`src/rtl/regfile_wb_arbiter_if.sv`:
```
// Bundle between the ALU/load-unit writeback requesters, the register-file write
// port, the forwarding lookups and the arbiter.
interface regfile_wb_arbiter_if #(
    parameter int DATA_WIDTH = 32,
    parameter int ADDR_WIDTH = 5
);
    logic                  stall_i;

    logic                  alu_valid_i;
    logic                  alu_ready_o;
    logic [ADDR_WIDTH-1:0] alu_addr_i;
    logic [DATA_WIDTH-1:0] alu_data_i;

    logic                  mem_valid_i;
    logic                  mem_ready_o;
    logic [ADDR_WIDTH-1:0] mem_addr_i;
    logic [DATA_WIDTH-1:0] mem_data_i;

    logic                  wr_en_o;
    logic [ADDR_WIDTH-1:0] wr_addr_o;
    logic [DATA_WIDTH-1:0] wr_data_o;

    logic [ADDR_WIDTH-1:0] fwd_addr1_i;
    logic [ADDR_WIDTH-1:0] fwd_addr2_i;
    logic                  fwd_hit1_o;
    logic                  fwd_hit2_o;
    logic [DATA_WIDTH-1:0] fwd_data1_o;
    logic [DATA_WIDTH-1:0] fwd_data2_o;

    logic [15:0]           conflict_cnt_o;

    modport slave (
        input  stall_i,
        input  alu_valid_i, alu_addr_i, alu_data_i,
        output alu_ready_o,
        input  mem_valid_i, mem_addr_i, mem_data_i,
        output mem_ready_o,
        output wr_en_o, wr_addr_o, wr_data_o,
        input  fwd_addr1_i, fwd_addr2_i,
        output fwd_hit1_o, fwd_hit2_o, fwd_data1_o, fwd_data2_o,
        output conflict_cnt_o
    );

    modport master (
        output stall_i,
        output alu_valid_i, alu_addr_i, alu_data_i,
        input  alu_ready_o,
        output mem_valid_i, mem_addr_i, mem_data_i,
        input  mem_ready_o,
        input  wr_en_o, wr_addr_o, wr_data_o,
        output fwd_addr1_i, fwd_addr2_i,
        input  fwd_hit1_o, fwd_hit2_o, fwd_data1_o, fwd_data2_o,
        input  conflict_cnt_o
    );
endinterface

```
`src/rtl/regfile_wb_arbiter.sv`:
```
// Two-requester writeback arbiter with round-robin on contention, a registered
// write port, same-cycle forwarding of the in-flight write and a conflict counter.
module regfile_wb_arbiter #(
    parameter int DATA_WIDTH = 32,
    parameter int ADDR_WIDTH = 5
) (
    input  logic                 clk_i,
    input  logic                 rst_i,
    regfile_wb_arbiter_if.slave  bus
);

    typedef enum logic {
        PRIO_ALU = 1'b0,
        PRIO_MEM = 1'b1
    } prio_e;

    prio_e                 prio_q;
    prio_e                 prio_d;
    logic                  alu_grant;
    logic                  mem_grant;
    logic                  contended;
    logic                  sel_write;
    logic [ADDR_WIDTH-1:0] sel_addr;
    logic [DATA_WIDTH-1:0] sel_data;

    logic                  wr_en_q;
    logic [ADDR_WIDTH-1:0] wr_addr_q;
    logic [DATA_WIDTH-1:0] wr_data_q;
    logic [15:0]           conflict_cnt_q;

    // Priority only flips on a contended grant so a lone requester never steals a turn.
    always_comb begin
        prio_d    = prio_q;
        alu_grant = 1'b0;
        mem_grant = 1'b0;
        contended = 1'b0;
        sel_write = 1'b0;
        sel_addr  = bus.alu_addr_i;
        sel_data  = bus.alu_data_i;
        if (!rst_i && !bus.stall_i) begin
            contended = bus.alu_valid_i && bus.mem_valid_i;
            if (contended) begin
                if (prio_q == PRIO_ALU) begin
                    alu_grant = 1'b1;
                    prio_d    = PRIO_MEM;
                end else begin
                    mem_grant = 1'b1;
                    prio_d    = PRIO_ALU;
                end
            end else begin
                alu_grant = bus.alu_valid_i;
                mem_grant = bus.mem_valid_i;
            end
        end
        if (mem_grant) begin
            sel_addr = bus.mem_addr_i;
            sel_data = bus.mem_data_i;
        end
        sel_write = (alu_grant || mem_grant) && (sel_addr != '0);
    end

    // Transfers to register 0 are consumed but leave the write port untouched.
    always_ff @(posedge clk_i) begin
        if (rst_i) begin
            prio_q         <= PRIO_ALU;
            wr_en_q        <= 1'b0;
            wr_addr_q      <= '0;
            wr_data_q      <= '0;
            conflict_cnt_q <= '0;
        end else begin
            prio_q  <= prio_d;
            wr_en_q <= sel_write;
            if (sel_write) begin
                wr_addr_q <= sel_addr;
                wr_data_q <= sel_data;
            end
            if (contended && (conflict_cnt_q != 16'hFFFF)) begin
                conflict_cnt_q <= conflict_cnt_q + 16'd1;
            end
        end
    end

    assign bus.alu_ready_o    = alu_grant;
    assign bus.mem_ready_o    = mem_grant;
    assign bus.wr_en_o        = wr_en_q;
    assign bus.wr_addr_o      = wr_addr_q;
    assign bus.wr_data_o      = wr_data_q;
    assign bus.conflict_cnt_o = conflict_cnt_q;

    assign bus.fwd_hit1_o  = wr_en_q && (wr_addr_q == bus.fwd_addr1_i) && (bus.fwd_addr1_i != '0);
    assign bus.fwd_hit2_o  = wr_en_q && (wr_addr_q == bus.fwd_addr2_i) && (bus.fwd_addr2_i != '0);
    assign bus.fwd_data1_o = wr_data_q;
    assign bus.fwd_data2_o = wr_data_q;

endmodule

```
`src/flat_wrapper.sv`:
```
// flat-port wrapper written by rule: the top's interface ports become plain ports
module regfile_wb_arbiter_flat 
#(
    parameter int DATA_WIDTH = 32,
    parameter int ADDR_WIDTH = 5
)
  (clk_i, rst_i, bus_stall_i, bus_alu_valid_i, bus_alu_addr_i, bus_alu_data_i, bus_alu_ready_o, bus_mem_valid_i, bus_mem_addr_i, bus_mem_data_i, bus_mem_ready_o, bus_wr_en_o, bus_wr_addr_o, bus_wr_data_o, bus_fwd_addr1_i, bus_fwd_addr2_i, bus_fwd_hit1_o, bus_fwd_hit2_o, bus_fwd_data1_o, bus_fwd_data2_o, bus_conflict_cnt_o);
  regfile_wb_arbiter_if #(.DATA_WIDTH(DATA_WIDTH), .ADDR_WIDTH(ADDR_WIDTH)) bus_i ();
  input  logic clk_i;
  input  logic rst_i;
  input wire logic [$bits(bus_i.stall_i)-1:0] bus_stall_i;
  input wire logic [$bits(bus_i.alu_valid_i)-1:0] bus_alu_valid_i;
  input wire logic [$bits(bus_i.alu_addr_i)-1:0] bus_alu_addr_i;
  input wire logic [$bits(bus_i.alu_data_i)-1:0] bus_alu_data_i;
  output wire logic [$bits(bus_i.alu_ready_o)-1:0] bus_alu_ready_o;
  input wire logic [$bits(bus_i.mem_valid_i)-1:0] bus_mem_valid_i;
  input wire logic [$bits(bus_i.mem_addr_i)-1:0] bus_mem_addr_i;
  input wire logic [$bits(bus_i.mem_data_i)-1:0] bus_mem_data_i;
  output wire logic [$bits(bus_i.mem_ready_o)-1:0] bus_mem_ready_o;
  output wire logic [$bits(bus_i.wr_en_o)-1:0] bus_wr_en_o;
  output wire logic [$bits(bus_i.wr_addr_o)-1:0] bus_wr_addr_o;
  output wire logic [$bits(bus_i.wr_data_o)-1:0] bus_wr_data_o;
  input wire logic [$bits(bus_i.fwd_addr1_i)-1:0] bus_fwd_addr1_i;
  input wire logic [$bits(bus_i.fwd_addr2_i)-1:0] bus_fwd_addr2_i;
  output wire logic [$bits(bus_i.fwd_hit1_o)-1:0] bus_fwd_hit1_o;
  output wire logic [$bits(bus_i.fwd_hit2_o)-1:0] bus_fwd_hit2_o;
  output wire logic [$bits(bus_i.fwd_data1_o)-1:0] bus_fwd_data1_o;
  output wire logic [$bits(bus_i.fwd_data2_o)-1:0] bus_fwd_data2_o;
  output wire logic [$bits(bus_i.conflict_cnt_o)-1:0] bus_conflict_cnt_o;
  assign bus_i.stall_i = bus_stall_i;
  assign bus_i.alu_valid_i = bus_alu_valid_i;
  assign bus_i.alu_addr_i = bus_alu_addr_i;
  assign bus_i.alu_data_i = bus_alu_data_i;
  assign bus_alu_ready_o = bus_i.alu_ready_o;
  assign bus_i.mem_valid_i = bus_mem_valid_i;
  assign bus_i.mem_addr_i = bus_mem_addr_i;
  assign bus_i.mem_data_i = bus_mem_data_i;
  assign bus_mem_ready_o = bus_i.mem_ready_o;
  assign bus_wr_en_o = bus_i.wr_en_o;
  assign bus_wr_addr_o = bus_i.wr_addr_o;
  assign bus_wr_data_o = bus_i.wr_data_o;
  assign bus_i.fwd_addr1_i = bus_fwd_addr1_i;
  assign bus_i.fwd_addr2_i = bus_fwd_addr2_i;
  assign bus_fwd_hit1_o = bus_i.fwd_hit1_o;
  assign bus_fwd_hit2_o = bus_i.fwd_hit2_o;
  assign bus_fwd_data1_o = bus_i.fwd_data1_o;
  assign bus_fwd_data2_o = bus_i.fwd_data2_o;
  assign bus_conflict_cnt_o = bus_i.conflict_cnt_o;
  regfile_wb_arbiter #(.DATA_WIDTH(DATA_WIDTH), .ADDR_WIDTH(ADDR_WIDTH)) u_core (.clk_i(clk_i), .rst_i(rst_i), .bus(bus_i));
endmodule
```
`config.mk`:
```
export PLATFORM = sky130hd
export DESIGN_NAME = regfile_wb_arbiter_flat
export DESIGN_NICKNAME = d
export VERILOG_FILES = /design/src/rtl/regfile_wb_arbiter_if.sv /design/src/rtl/regfile_wb_arbiter.sv /design/src/flat_wrapper.sv
export SDC_FILE = /design/constraint.sdc
export NUM_CORES = 1
export LEC_CHECK = 0
export ABC_CLOCK_PERIOD_IN_PS = 2500
export CORE_MARGIN = 2
export CORE_UTILIZATION = 38
export DETAILED_ROUTE_END_ITERATION = 10
export PLACE_DENSITY = 0.82
export SLEW_MARGIN = 15
export SYNTH_ARGS = -nofsm -noshare
export SYNTH_HDL_FRONTEND = slang
export SYNTH_SLANG_ARGS = --single-unit
```
`constraint.sdc`:
```
create_clock -name clk_i -period 2.5 [get_ports clk_i]
set_input_delay 0.375 -clock clk_i [delete_from_list [all_inputs] [get_ports clk_i]]
set_output_delay 0.375 -clock clk_i [all_outputs]
set_load 0.01 [all_outputs]
```
**Word-level counts from Yosys, hierarchy flattened**

Cells that the tools add are included.

- Register bits after elaboration: 55
- Bits in latches: 0
- Bits in writable memories: 0
- Memory bits (read-only): 0
- Input bits: 89
- Logic and storage cells: 33
- Memories: 0

- $add $sub $neg: 1
- Multiply operators: 0
- Div/mod/pow operators: 0
- Magnitude comparators: 0
- Equality and inequality tests: 3
- Shifts and indexed selects: 0
- Muxes and demuxes: 9
- Bitwise gates (word level): 0
- Reductions and logical operators: 15

Operators by type and width:

| operator | number |
|---|---|
| two-way mux 32 bit | 1 |
| adder 16 x 1 -> 16 bit, second input constant | 1 |
| inequality test 16 bit, second input constant | 1 |
| nonzero test 5 bit | 3 |
| equality test 5 bit | 2 |
| logical AND 1 bit | 8 |
| two-way mux 1 bit | 7 |
| two-way mux 5 bit | 1 |
| zero test 1 bit | 2 |
| AND reduction 2 bit | 1 |
| logical OR 1 bit | 1 |

**Longest topological paths before layout**

- Word-level depth: 6
- Gate-level depth with buffers: 7
- Depth with buffers taken out: 5

**Least setup slack after synthesis**

No wires, ideal clock.

- Path type: register to register
- Start point: register u_core.conflict_cnt_q[0], in the netlist u_core.bus.conflict_cnt_o[0]
- End point: register u_core.conflict_cnt_q[1], in the netlist u_core.bus.conflict_cnt_o[1]
- Library setup time: 0.123 ns
- Arrival: 1.801 ns
- Slack: 0.576 ns
- Stages on the path, launching flop included: 6
- Path buffers: 0
- Period minus slack after synthesis: 1.924 ns
- Cell sequence: dfxtp_1 ha_1 nand2_1 or4_1 o21ai_1 mux2_1

- Word-level cells in the longest chain between the ends: 2
- Elaborated cells between the ends (all ways): 3
- Classes of those cells: add/sub (1); eq/ne (1); reduce/logical (1)

Ends and longest elaborated chain:

| what | RTL line | RTL |
|---|---|---|
| from (decl) | regfile_wb_arbiter.sv:29 | `logic [15:0] conflict_cnt_q;` |
| from (signal assigned) | regfile_wb_arbiter.sv:78 | `conflict_cnt_q <= conflict_cnt_q + 16'd1;` |
| branches (longest 2 deep; another with adder 16 x 1 -> 16 bit) | n/a |  |

Parallel ways; which one is timed is not known.
A chain may end at the register's enable or synchronous reset.

**Worst setup path after layout**

- Start point: input rst_i
- End point: output bus_mem_ready_o

- Word-level cells in the longest chain between the ends: 3

Ends and longest elaborated chain:

| what | RTL line | RTL |
|---|---|---|
| from (decl) | flat_wrapper.sv:10 | `input logic rst_i;` |
| zero test 1 bit | regfile_wb_arbiter.sv:40 | `if (!rst_i && !bus.stall_i) begin` |
| logical AND 1 bit | regfile_wb_arbiter.sv:40 |  |
| two-way mux 1 bit | regfile_wb_arbiter.sv:40 |  |
| to (decl) | flat_wrapper.sv:19 | `output wire logic [$bits(bus_i.mem_ready_o)-1:0] bus_mem_ready_o;` |

No other way between the ends.

==> reports/metrics.sh <==
RSZ0062_AT_GRT='false'
SYN2LAYOUT_AREA_GROWTH_PCT=55.08
TRITONCTS_CLOCK_TREE='done'
WHS_ENDPOINT='u_core.bus.fwd_data1_o[15]'
NETLIST_INSTANCES=379
RUN_STATUS='finished clean'
ANTENNA_CELLS_INSERTED=0
DRIVE_GT1_SHARE_PCT=5.492
LAYOUT.CELLS.MOST_COMMON_LIST='210 x sky130_fd_sc_hd__clkdlybuf4s50_1, 69 x sky130_fd_sc_hd__mux2i_1, 55 x sky130_fd_sc_hd__dfxtp_1, 47 x sky130_fd_sc_hd__nand2_1, 12 x sky130_fd_sc_hd__a21oi_1'
CTS.HOLD.BUFFERS_ADDED=0
DESIGN.PORTCOUNT=211
GLOBALPLACE.CONGESTION=0.9232
CRIT_PATH_MAX_FANOUT=7
ASYNC_RESET_FF_SHARE_PCT=0
ROWS=34
FINAL_NETS=617
SLEW-LIMIT-HEADROOM_PCT=62.14
START_UTIL_PCT=39.28
PLACE_AREA_UM2=5195
WORSTREG2REGSTART='u_core.bus.conflict_cnt_o[0]'
WORST_VOLTAGE_DROP_ACROSS_THE_VDD_GRID_uV=238.7
YS_SEQ_ELEMENTS=55
SETUP_VIOL_COUNT_FINAL=0
MAXCAPVIOLATIONS=0
CRITPATHMAXSTAGEDELAY_NS=0.60
SYNTH_CELL_TYPE_COUNT=48
DRT_FIRST_PASS_ITERS=4
FIN_WORST_HOLD_SLACK_NS=0.4986
FINAL_PERIOD_MINUS_WORST_SETUP_SLACK_NS=2.385
TIMING.CRITICAL_PATH.CELLS='clkdlybuf4s50_1 -> nor3b_4 -> nand2_2 -> inv_2 -> clkdlybuf4s50_1'
DIE_EXTENT_IN_X_UM=98.95
NETLIST.TOP_CELL.BY_AREA='sky130_fd_sc_hd__dfxtp_1'
MIN_PATH_TYPE='reg -> reg'
MET1_LENGTH_MM=3.951
GRT_UTIL_ALL_LAYERS_PCT=19.78
YS_DOMINANT_REG_CELL='sky130_fd_sc_hd__dfxtp_1'
GRT_PASS1_VIAS=3192
CRITICAL_PATH_ARRIVAL_NS=2.01
HOLD_VIOLATIONS=0
TIMING.CRITICAL_PATH.TO_TYPE='output port'
YOSYS_WARNINGS=0
PORTBUFFERS=210
SETUP_TNS_NS=0
ROUTE.MET2.WL_MM=5.212
DESIGN.DIE.AREA_UM2=9791
TIMING.CRITICAL_PATH.MODE_CELL='sky130_fd_sc_hd__clkdlybuf4s50_1'
WORST_R2R_PATH_DEPTH=5
LAYOUT_COMMONEST_CELL='sky130_fd_sc_hd__clkdlybuf4s50_1'
WIRELENGTH_MM=10.05
MET3WIRELENGTH_UM=823
FP.COREAREA_UM2=8721
CRIT_PATH_START_KIND='input port'
CTS_RESIZED=0
WORST_SLEW_PIN_SLEW_NS=0.5537
LAYOUT.FILLER_CELLS=755
WORSTSKEWPAIRLATENCY_NS=0.30
LAYOUT_WORST_PATH_CYCLE_SHARE_PCT=95.41
WORSTHOLDPATHCELLS=2
ANTENNA_VIOLATING_NETS_POST_ROUTE=0
SYNTH_SEQ_AREA_SHARE_PCT=32.14
CELL_AT_THE_ROOT_OF_THE_CLOCK_TREE='sky130_fd_sc_hd__clkbuf_8'
VIAS_PER_CELL=5.153
CTS.CLK_SLEW.WORST_PATHS_NS=0.09
DRT-WIRELENGTH-PER-CELL_UM=15.80
SYN-MEAN-INSTANCE-AREA_UM2=9.039
CTS_MADE_BUFFERS=5
FIRST_PASS_GRT_WIRE_LENGTH_MM=15.95
MIN-DELAY-START='u_core.bus.fwd_data1_o[15]'
PIN_COUNT_OF_THE_BIGGEST_NET_ENTERING_GLOBAL_ROUTING=36
REGTOREGSETUPSLACK_NS=0.45
NETLIST_TOP_CELLS_AREA='sky130_fd_sc_hd__dfxtp_1 32%, sky130_fd_sc_hd__mux2i_1 20%, sky130_fd_sc_hd__buf_4 14%'
CTS_BUFFER_DEPTH=2
TIMING.FINAL.MAX_SLEW_VIOLATIONS=0
POST_CTS_SETUP_BUFS=0
ROUTE.DETAILED.DRC=0
DETAILEDPLACEMENTHPWL_MM=8.073
SYNTH-EDFF-COUNT=0
PATH_CLASS='in -> out'
HIGHEST-SIGNAL-LAYER='met4'
SYN-NUM-NETS=469
FMAX_GHz=0.4193
VIAS=3277
TOTAL_LEAKAGE_POWER_nW=2.294
NETLIST_AREA_UM2=3426
ANTENNA_FOUND_INITIAL=0
CRIT_PATH_TOP_DELAY_CELL='sky130_fd_sc_hd__clkdlybuf4s50_1'
SYNTH_TOP_AREA_SHARE_PCT=32.14
CLK_SINKS=55
STDCELL_AREA_UM2=5313
FINCLKSKEW_NS=0.01160
OVERFLOW=0
FINISH.CELL_COUNT_WITHOUT_FILLERS=636
TOTAL_NUMBER_OF_H_TREE_LEVELS=2
DIE_HEIGHT_UM=98.95
POWERDENSITY_nW_PER_UM2=419.3
NUMBER_OF_DRC_VIOLATIONS_AFTER_DETAILED_ROUTING_ITERATION_0=103
CRITICAL_PATH_REQUIRED_NS=2.12
PLACEDCELLCOUNT=628
TIMING.RR.END='u_core.bus.conflict_cnt_o[1]'
[through the flow]
stage,setup slack [ns],utilization (%),power [mW]
CTS,0.1171,60.92,2.255
global route,0.01499,60.92,2.337
finish,0.1148,60.92,2.227
global placement,0.1331,59.57,1.633
floorplan,0.5760,-,1.310
detailed placement,-0.01370,59.57,1.649
[cell type report]
class / count / area, µm² / area share [%]
clock buffer: 6 / 82.58 / 1.554
clock inverter: 2 / 35.03 / 0.6594
inverter: 3 / 11.26 / 0.2120
multi-input combinational: 240 / 1730 / 32.57
sequential: 55 / 1101 / 20.73
tap: 108 / 135.1 / 2.544
timing repair buffer: 222 / 2217 / 41.73
[worst max-delay path, delay by kind of cell]
kind,cells,cell delay (ns)
buffers and inverters,3,1.20
and+or+nand+nor,2,0.43
[synth_stat cells (7+ instances only)]
master / instances
sky130_fd_sc_hd__buf_4: 64
sky130_fd_sc_hd__nor3_1: 7
sky130_fd_sc_hd__nand3_1: 9
sky130_fd_sc_hd__nand2_1: 47
sky130_fd_sc_hd__dfxtp_1: 55
sky130_fd_sc_hd__a21oi_1: 12
sky130_fd_sc_hd__nor2_1: 8
sky130_fd_sc_hd__mux2i_1: 69
sky130_fd_sc_hd__clkbuf_1: 8
[sequential cells by signal, summed over array words and instances (netlist names)]
signal and flops:
u_core.bus.wr_en_o 1, u_core.bus.conflict_cnt_o 16, u_core.bus.fwd_data1_o 32, u_core.prio_q 1, u_core.bus.wr_addr_o 5
[power breakdown]
group / leakage [nW] / internal (mW) / switching, mW / total (mW)
Clock: 0.0612 / 0.324 / 0.279 / 0.603
Combinational: 1.78 / 0.407 / 0.235 / 0.642
Sequential: 0.450 / 0.924 / 0.0584 / 0.982
Total: 2.29 / 1.66 / 0.572 / 2.23
[cell families (layout without fill, tap and decap cells)]
kind of cell,count (synthesis),in the layout,synth area share [%]
fa+ha+maj,1,1,0.3652
mux,74,74,21.80
flops,55,55,32.14
compound gates,44,44,8.291
buf+inv,84,233,17.38
simple gates,112,112,17.71
xor+xnor,9,9,2.301
[metal layers]
layer | GRT usage, % | vias up
met3 | 4.610 | 6
met2 | 37.06 | 146
met4 | 3.267 | 0
met5 | 0 | -
li1 | - | 1585
met1 | 23.12 | 1540
[worst max path at each step]
stage / start / end / slack, ns / cells past startpoint
final: rst_i / bus_mem_ready_o / 0.11 / 5
after global routing: rst_i / bus_mem_ready_o / 0.01 / 5
after CTS: rst_i / bus_mem_ready_o / 0.12 / 5
after detailed placement: rst_i / u_core.bus.fwd_data1_o[25] / -0.01 / 6
after global placement: rst_i / u_core.bus.fwd_data1_o[2] / 0.13 / 6
after floorplan: u_core.bus.conflict_cnt_o[0] / u_core.bus.conflict_cnt_o[1] / 0.58 / 5
No activity file was read; power rests on OpenSTA's default activity.
